==> src/rtl/proc_io_pkg.sv <==
// Shared constants and helpers for the processor I/O feeder blocks.
package proc_io_pkg;

  localparam int NUBITS_DEF = 23;
  localparam int DEPTH_DEF  = 8;

  // Occupancy needs one bit more than the address so that "full" (== DEPTH) is representable
  function automatic int level_w(input int depth);
    return $clog2(depth) + 1;
  endfunction

endpackage

==> src/rtl/proc_in_feeder_if.sv <==
// Bundle of the upstream stream, processor request and status signals around one feeder.
interface proc_in_feeder_if
  import proc_io_pkg::*;
#(
  parameter int NUBITS = NUBITS_DEF,
  parameter int DEPTH  = DEPTH_DEF
);

  localparam int LEVEL_W = level_w(DEPTH);

  logic signed [NUBITS-1:0]  s_data;
  logic                      s_valid;
  logic                      s_ready;
  logic                      req_in;
  logic signed [NUBITS-1:0]  in;
  logic        [LEVEL_W-1:0] level;
  logic                      underrun;
  logic                      overflow;
  logic                      clr_flags;

  modport master (
    output s_data, s_valid, req_in, clr_flags,
    input  s_ready, in, level, underrun, overflow
  );

  modport slave (
    input  s_data, s_valid, req_in, clr_flags,
    output s_ready, in, level, underrun, overflow
  );

endinterface

==> src/rtl/proc_fifo_ram.sv <==
// Register-array storage for the feeder FIFO: synchronous write, asynchronous read.
module proc_fifo_ram
  import proc_io_pkg::*;
#(
  parameter int NUBITS = NUBITS_DEF,
  parameter int DEPTH  = DEPTH_DEF
) (
  input  logic                       clk,
  input  logic                       we,
  input  logic [$clog2(DEPTH)-1:0]   waddr,
  input  logic signed [NUBITS-1:0]   wdata,
  input  logic [$clog2(DEPTH)-1:0]   raddr,
  output logic signed [NUBITS-1:0]   rdata
);

  logic signed [NUBITS-1:0] mem [DEPTH];

  always_ff @(posedge clk) begin
    if (we) mem[waddr] <= wdata;
  end

  assign rdata = mem[raddr];

endmodule

==> src/rtl/proc_in_feeder.sv <==
// First-word-fall-through sample buffer answering the processor's req_in handshake.
module proc_in_feeder
  import proc_io_pkg::*;
#(
  parameter int NUBITS    = NUBITS_DEF,
  parameter int DEPTH     = DEPTH_DEF,
  parameter bit HOLD_LAST = 1'b1
) (
  input  logic             clk,
  input  logic             rst,
  proc_in_feeder_if.slave  bus
);

  localparam int AW = $clog2(DEPTH);

  logic [AW:0]              wr_ptr, rd_ptr;
  logic signed [NUBITS-1:0] head, last_val, empty_val;
  logic                     empty, full, push, pop;
  logic                     underrun_q, overflow_q;

  // Pointers carry a wrap bit: equal means empty, differing only in the wrap bit means full
  assign empty = (wr_ptr == rd_ptr);
  assign full  = (wr_ptr[AW] != rd_ptr[AW]) && (wr_ptr[AW-1:0] == rd_ptr[AW-1:0]);

  // Readiness comes from registered occupancy only; a same-cycle pop never opens a slot
  assign push = bus.s_valid && !full;
  assign pop  = bus.req_in && !empty;

  proc_fifo_ram #(
    .NUBITS (NUBITS),
    .DEPTH  (DEPTH)
  ) u_ram (
    .clk   (clk),
    .we    (push),
    .waddr (wr_ptr[AW-1:0]),
    .wdata (bus.s_data),
    .raddr (rd_ptr[AW-1:0]),
    .rdata (head)
  );

  always_ff @(posedge clk or negedge rst) begin
    if (!rst) begin
      wr_ptr     <= '0;
      rd_ptr     <= '0;
      last_val   <= '0;
      underrun_q <= 1'b0;
      overflow_q <= 1'b0;
    end else begin
      if (push) wr_ptr <= wr_ptr + (AW+1)'(1);
      if (pop) begin
        rd_ptr   <= rd_ptr + (AW+1)'(1);
        last_val <= head;
      end
      if (bus.clr_flags)                underrun_q <= 1'b0;
      else if (bus.req_in && empty)     underrun_q <= 1'b1;
      if (bus.clr_flags)                overflow_q <= 1'b0;
      else if (bus.s_valid && full)     overflow_q <= 1'b1;
    end
  end

  assign empty_val    = HOLD_LAST ? last_val : '0;
  assign bus.in       = empty ? empty_val : head;
  assign bus.s_ready  = !full;
  assign bus.level    = wr_ptr - rd_ptr;
  assign bus.underrun = underrun_q;
  assign bus.overflow = overflow_q;

endmodule
==> src/flat_wrapper.sv <==
// flat-port wrapper written by rule: the top's interface ports become plain ports
module proc_in_feeder_flat import proc_io_pkg::*;
#(
  parameter int NUBITS    = NUBITS_DEF,
  parameter int DEPTH     = DEPTH_DEF,
  parameter bit HOLD_LAST = 1'b1
)
  (clk, rst, bus_s_data, bus_s_valid, bus_req_in, bus_clr_flags, bus_s_ready, bus_in, bus_level, bus_underrun, bus_overflow);
  proc_in_feeder_if #(.NUBITS(NUBITS), .DEPTH(DEPTH)) bus_i ();
  input  logic clk;
  input  logic rst;
  input wire logic [$bits(bus_i.s_data)-1:0] bus_s_data;
  input wire logic [$bits(bus_i.s_valid)-1:0] bus_s_valid;
  input wire logic [$bits(bus_i.req_in)-1:0] bus_req_in;
  input wire logic [$bits(bus_i.clr_flags)-1:0] bus_clr_flags;
  output wire logic [$bits(bus_i.s_ready)-1:0] bus_s_ready;
  output wire logic [$bits(bus_i.in)-1:0] bus_in;
  output wire logic [$bits(bus_i.level)-1:0] bus_level;
  output wire logic [$bits(bus_i.underrun)-1:0] bus_underrun;
  output wire logic [$bits(bus_i.overflow)-1:0] bus_overflow;
  assign bus_i.s_data = bus_s_data;
  assign bus_i.s_valid = bus_s_valid;
  assign bus_i.req_in = bus_req_in;
  assign bus_i.clr_flags = bus_clr_flags;
  assign bus_s_ready = bus_i.s_ready;
  assign bus_in = bus_i.in;
  assign bus_level = bus_i.level;
  assign bus_underrun = bus_i.underrun;
  assign bus_overflow = bus_i.overflow;
  proc_in_feeder #(.NUBITS(NUBITS), .DEPTH(DEPTH), .HOLD_LAST(HOLD_LAST)) u_core (.clk(clk), .rst(rst), .bus(bus_i));
endmodule
==> config.mk <==
export PLATFORM = sky130hd
export DESIGN_NAME = proc_in_feeder_flat
export DESIGN_NICKNAME = d
export VERILOG_FILES = /design/src/rtl/proc_io_pkg.sv /design/src/rtl/proc_in_feeder_if.sv /design/src/rtl/proc_fifo_ram.sv /design/src/rtl/proc_in_feeder.sv /design/src/flat_wrapper.sv
export SDC_FILE = /design/constraint.sdc
export NUM_CORES = 1
export LEC_CHECK = 0
export CAP_MARGIN = 20
export CORE_ASPECT_RATIO = 1.2
export CORE_MARGIN = 1
export CORE_UTILIZATION = 58
export DETAILED_ROUTE_END_ITERATION = 6
export PLACE_DENSITY = 0.89
export SLEW_MARGIN = 5
export SYNTH_ARGS = -nofsm -noshare
export SYNTH_HDL_FRONTEND = slang
export SYNTH_SLANG_ARGS = --single-unit
==> constraint.sdc <==
create_clock -name clk -period 7.1 [get_ports clk]
set_input_delay 1.42 -clock clk [delete_from_list [all_inputs] [get_ports clk]]
set_output_delay 1.42 -clock clk [all_outputs]
set_load 0.01 [all_outputs]
[After elaboration in Yosys (flattened, before gate mapping)]
Memories as Yosys holds them, arrays and structs flattened.
Index checks and enable logic that the tools add are counted.
Operators by class
  add/sub/neg operators: 3
  equality and inequality tests: 3
  multiplexer cells: 7
  reduce and logical (&&, ||, !) cells: 9
Operators with widths (number)
  23-bit two-way mux: 1
  4-bit by 1-bit adder with 4-bit output (second input constant): 2
  1-bit two-way mux: 6
  1-bit logical AND: 5
  4-bit equality test: 1
  2-bit nonzero test: 2
  4-bit subtractor: 1
  3-bit equality test: 1
  1-bit logical NOT: 2
  1-bit inequality test: 1
Word-level totals
  flip-flop bits (word level): 33
  bits in writable memories: 184
  input port bits: 28
  output and inout port bits: 30
  word-level logic and storage cells: 28
  memories: 1
Memory list
  u_core.u_ram.mem: words 8, bits a word 23, read ports 1, clocked after Yosys merged registers in 0, wr ports 1, RTL line proc_fifo_ram.sv:16  | logic signed [NUBITS-1:0] mem [DEPTH];

[Longest topological paths before layout]
  depth after elaboration: 6
  depth in mapped cells: 8
  depth with buffers taken out: 6

[By module]
From an unflattened synthesis, not the netlist that was laid out.
Second synthesis, totals
  cell total of the unflattened synthesis: 405
  area, all modules: 8881.0 µm²
By module, submodules not included
  proc_fifo_ram: times used 1, cells an instance 278, area an instance 7105.6 µm², sequential area each 5525.3 µm²
  proc_in_feeder: times used 1, cells an instance 127, area an instance 1775.5 µm², sequential area each 825.8 µm²

[Least setup slack after synthesis]
Ideal clock, no wire load.
  kind: input-to-reg
  from: input bus_s_valid
  to: memory u_core.u_ram.mem[0][0] (netlist name) (enable)
  library setup time: 0.461 ns
  arrival time: 3.729 ns
  required time: 6.639 ns
  setup slack: 2.909 ns
  cell stages on the path: 2
  buffers on the path: 0
  cell sequence: nand2_1 > nor4_1
Between the ends
  word-level cells in the longest chain between the ends: 3
Ends and longest elaborated chain
  from (decl): RTL line flat_wrapper.sv:13  | input wire logic [$bits(bus_i.s_valid)-1:0] bus_s_valid;
  1-bit logical AND: RTL line proc_in_feeder.sv:26  | assign push = bus.s_valid && !full;
  1-bit two-way mux: RTL line proc_fifo_ram.sv:19  | if (we) mem[waddr] <= wdata;
  1-bit two-way mux (not written as such): RTL line proc_fifo_ram.sv:19
  to (decl): RTL line proc_fifo_ram.sv:16
Every way passes these cells.

[Worst setup path in the final report]
  from: register u_core.rd_ptr[0]
  to: output bus_in[10]
Between the ends
  word-level cells in the longest chain between the ends: 2
  elaborated cells between the ends (all ways): 3
  those cells by class: eq/ne: 1; mux: 1; memory: 1
Ends and longest elaborated chain
  from (decl): RTL line proc_in_feeder.sv:16  | logic [AW:0] wr_ptr, rd_ptr;
  from (signal assigned): RTL line proc_in_feeder.sv:51  | rd_ptr <= rd_ptr + (AW+1)'(1);
  memory read 8 x 23 bit or 4-bit equality test (tied branches)
  23-bit two-way mux *: RTL line proc_in_feeder.sv:62  | assign bus.in = empty ? empty_val : head;
  to (decl): RTL line flat_wrapper.sv:17  | output wire logic [$bits(bus_i.in)-1:0] bus_in;
Mark *: on every way between the ends. The rest lies on a longest branch, timed or not.

==> results.rst <==
.. list-table::
   :header-rows: 1

   * - Metric
     - Value
   * - Post-CTS setup buffer count
     - 0
   * - Share of the cycle needed by the critical path after routing
     - 70.6%
   * - Maximum level of the CTS H-tree
     - 1
   * - Routed Antenna Nets
     - 0
   * - Drc violations
     - 0
   * - Synthesized Nets
     - 570
   * - Number of global-route vias before repair
     - 5,096
   * - Comb pwr share
     - 39.2%
   * - Area growth from synthesis to layout
     - 17.5%
   * - Count of cells along the worst hold path
     - 2
   * - Number of distinct library cells after synthesis
     - 30
   * - Grt total ovfl
     - 0
   * - Commonest non-fill, non-tap cell in the layout
     - sky130_fd_sc_hd__edfxtp_1
   * - Critical-path top delay cell
     - sky130_fd_sc_hd__buf_4
   * - Pwr Density
     - 475 mW/mm^2
   * - Slew headroom
     - 26.5%
   * - Fill cell count
     - 836
   * - Y dimension of the die
     - 136 um
   * - Number of antenna violations at the first check in global routing
     - 0
   * - Clk pin slew, worst setup/hold paths
     - 0.06 ns
   * - Max-slew violation count
     - 0
   * - Final Hold Slack
     - 0.487 ns
   * - Maximum operating frequency
     - 0.200 GHz
   * - Fraction of the yosys area taken by sequential cells
     - 73.3%
   * - Arrival time of data at the critical path endpoint
     - 3.59 ns
   * - Count of buffers inserted at the top-level ports
     - 57
   * - Post-synthesis cell area
     - 0.00867 sq mm
   * - Quantity of hold-fixing buffers added after cts
     - 0
   * - Type of the setup path with the least slack
     - register to output port
   * - Final antenna diode count
     - 0
   * - Fraction of layout cells with a size suffix above 1
     - 13.7%
   * - Full die area
     - 0.0154 sq mm
   * - Reg power frac
     - 37.8%
   * - Delay-heaviest family, CP
     - buffers and inverters
   * - Number of hold-slack violations in the final timing report
     - 0
   * - Maximum number of pins on one net before global-route repair
     - 61
   * - First-pass GRT wire length
     - 28,000 um
   * - Fin crit period
     - 5.01 ns
   * - Count of maximum capacitance violations
     - 0
   * - Worst skew pair latency
     - 0.49 ns
   * - Setup TNS
     - 0 ns
   * - Run status
     - finished, final reports clean
   * - Drt wl/cell
     - 22.3 um
   * - Root buffer selected by CTS
     - sky130_fd_sc_hd__clkbuf_16
   * - Number of iterations in the first detailed-routing pass
     - 5
   * - Number of placement rows
     - 48
   * - Commonest register cell after synthesis
     - sky130_fd_sc_hd__edfxtp_1
   * - All-Layer GR Usage
     - 24.4%
   * - Maximum clock path buffer count
     - 3
   * - Crit-path max cell delay
     - 0.80 ns
   * - Critical path endpoint category
     - output port
   * - Net Switching
     - 1.61 mW
   * - Instance count after placement with tap cells included
     - 776
   * - Maximum vdd ir drop
     - 0.258 mV
   * - Number of nets at the end of the flow
     - 633
   * - Leak
     - 3.58 nW
   * - Critical R2R Launch
     - u_core.rd_ptr[0]
   * - Vias
     - 4,983
   * - Gp weighted congestion
     - 0.803
   * - CTS buffer count
     - 20
   * - Startpoint class of the critical path
     - register
   * - Number of flops mapped to enable cells by yosys
     - 184
   * - Num ports
     - 58
   * - Worst setup skew after layout
     - 0.0142 ns
   * - Via count normalized by instance count
     - 6.13
   * - Count of state elements after synthesis
     - 217
   * - Worst Hold Launch
     - u_core.empty_val[22]
   * - Clk pwr share
     - 23.1%
   * - Maximum fanout encountered on the critical timing path
     - 60
   * - Worst Max-Slew Pin Slew
     - 1.10 ns
   * - Non-Filler Instances
     - 813
   * - Path class of the lowest-slack min-delay path
     - register to register
   * - Clk sinks
     - 217
   * - Effective utilization at floorplan
     - 59.9%
   * - Quantity of gates resized following cts
     - 0
   * - Detailed Route WL
     - 18,200 um
   * - Launching element of the worst setup path
     - u_core.rd_ptr[0]
   * - Clock tree from TritonCTS
     - yes
   * - Capturing point of the worst reg2reg path
     - u_core.u_ram.mem[3][10]
   * - Req. time, crit path
     - 5.68 ns
   * - Register-to-Register Setup Slack
     - 3.93 ns
   * - Hold path endpoint
     - u_core.empty_val[22]
   * - RSZ-0062 raised after global routing
     - no
   * - Series of cell instances along the critical path
     - buf_4 -> mux2_2 -> o22ai_1 -> a221o_1 -> o21ai_1 -> clkdlybuf4s50_1
   * - Warnings, synthesis
     - 0
   * - Core Region
     - 0.0145 sq mm
   * - Number of DRC violations after detailed-routing iteration 0
     - 395
   * - Gate Count Post-Synth
     - 536
   * - Critical path buffers and inverters
     - 2
   * - Share of async-settable or async-resettable flops after synthesis
     - 15.2%
   * - Final number of setup-violating endpoints
     - 0
   * - Length in cells of the worst reg-to-reg path
     - 5
   * - Switching power as a share of total power
     - 33.4%
   * - HPWL after DPL
     - 9890 um
   * - Int Pwr
     - 3.22 mW
   * - Critical path depth in cells
     - 6
   * - Average instance area after synthesis
     - 16.2 sq um
   * - Horizontal extent of the die
     - 114 um
   * - Commonest cells after routing, fill and taps aside
     - 184 x sky130_fd_sc_hd__edfxtp_1, 57 x sky130_fd_sc_hd__clkdlybuf4s50_1, 54 x sky130_fd_sc_hd__nand2_1
==> registers in the layout (all words and copies together), names as in the netlist <==
name	cells
u_core.u_ram.mem	184
u_core.bus.overflow	1
u_core.bus.underrun	1
u_core.wr_ptr	4
u_core.empty_val	23
u_core.rd_ptr	4
==> worst max path at each step <==
stage / endpoint / slack (ns)
final: bus_in[10] / 2.09
after global routing: bus_in[7] / 1.95
after CTS: bus_in[10] / 2.11
after global placement: bus_in[10] / 2.71
after detailed placement: bus_in[7] / 2.64
after floorplan: u_core.u_ram.mem[0][0] / 2.91
==> area by class of cell <==
cell class                 instances  area [sq um]  share of cell area (%)
multi-input combinational        281          2160                    21.2
clock buffer                      26           564                    5.54
tap                              200           250                    2.46
sequential                       217          6350                    62.4
timing repair buffer              70           681                    6.69
clock inverter                    10           135                    1.33
inverter                           9          33.8                   0.332
==> power by group through the flow <==
stage / clock [mW] / combinational, mW / sequential (mW)
2_1_floorplan: 0 / 1.17 / 1.76
6_report: 1.11 / 1.89 / 1.83
5_1_grt: 1.17 / 2.03 / 1.85
3_3_place_gp: 0 / 1.78 / 1.82
4_1_cts: 1.12 / 1.88 / 1.82
3_5_place_dp: 0 / 1.85 / 1.84
==> cell usage after synthesis, types with 2 or more instances <==
master / n / area share (%)
sky130_fd_sc_hd__mux2_2: 30 / 3.9
sky130_fd_sc_hd__mux2i_1: 46 / 5.3
sky130_fd_sc_hd__nand3_1: 2 / 0.12
sky130_fd_sc_hd__nor2_1: 9 / 0.39
sky130_fd_sc_hd__mux2_1: 17 / 2.2
sky130_fd_sc_hd__a21oi_1: 2 / 0.12
sky130_fd_sc_hd__edfxtp_1: 184 / 64
sky130_fd_sc_hd__nand2b_1: 2 / 0.14
sky130_fd_sc_hd__buf_8: 3 / 0.52
sky130_fd_sc_hd__o22ai_1: 23 / 1.7
sky130_fd_sc_hd__nand2_1: 54 / 2.3
sky130_fd_sc_hd__inv_1: 9 / 0.39
sky130_fd_sc_hd__xor2_1: 2 / 0.20
sky130_fd_sc_hd__dfrtp_1: 33 / 9.5
sky130_fd_sc_hd__xnor2_1: 6 / 0.61
sky130_fd_sc_hd__buf_6: 4 / 0.52
sky130_fd_sc_hd__clkbuf_1: 16 / 0.69
sky130_fd_sc_hd__o21ai_1: 48 / 2.8
sky130_fd_sc_hd__nor3_1: 4 / 0.23
sky130_fd_sc_hd__a221o_1: 23 / 2.7
sky130_fd_sc_hd__ha_1: 5 / 0.72
sky130_fd_sc_hd__buf_2: 6 / 0.35
==> cell families after synthesis <==
group | count (synthesis) | synth area share [%]
and+or+nand+nor | 74 | 3.44
DFF | 217 | 73.3
xor gates and xnor gates | 9 | 0.996
adders and majority gates | 6 | 0.953
buffers and inverters | 38 | 2.47
AOI/OAI and AO/OA | 99 | 7.45
muxes | 93 | 11.4
==> per-stage QoR <==
step	power [mW]	setup WS, ns	instance area [sq um]	utilization, %
2_1_floorplan	2.93	2.91	8670	-
3_5_place_dp	3.69	2.64	9460	65.4
3_3_place_gp	3.60	2.71	9460	65.4
6_report	4.83	2.09	10200	70.3
4_1_cts	4.82	2.11	10200	70.2
5_1_grt	5.05	1.95	10200	70.3
==> routing by layer <==
metal  routed length [um]  GRT usage (%)  vias to the layer above
met5                    0              0                        -
li1                     -              -                     2194
met3                 1350           3.97                       53
met1                 6760           29.8                     2468
met4                  629           11.3                        0
met2                 9410           42.5                      268
==> worst reg2reg max path, cell delays in order, from the launching register on <==
cell                       delay [ns]
sky130_fd_sc_hd__dfrtp_4         0.77
sky130_fd_sc_hd__ha_1            0.37
sky130_fd_sc_hd__and3_1          0.20
sky130_fd_sc_hd__a21boi_1        0.40
sky130_fd_sc_hd__nand2_1         0.27
sky130_fd_sc_hd__nor2_4          0.77
No activity file was read; power rests on OpenSTA's default activity.
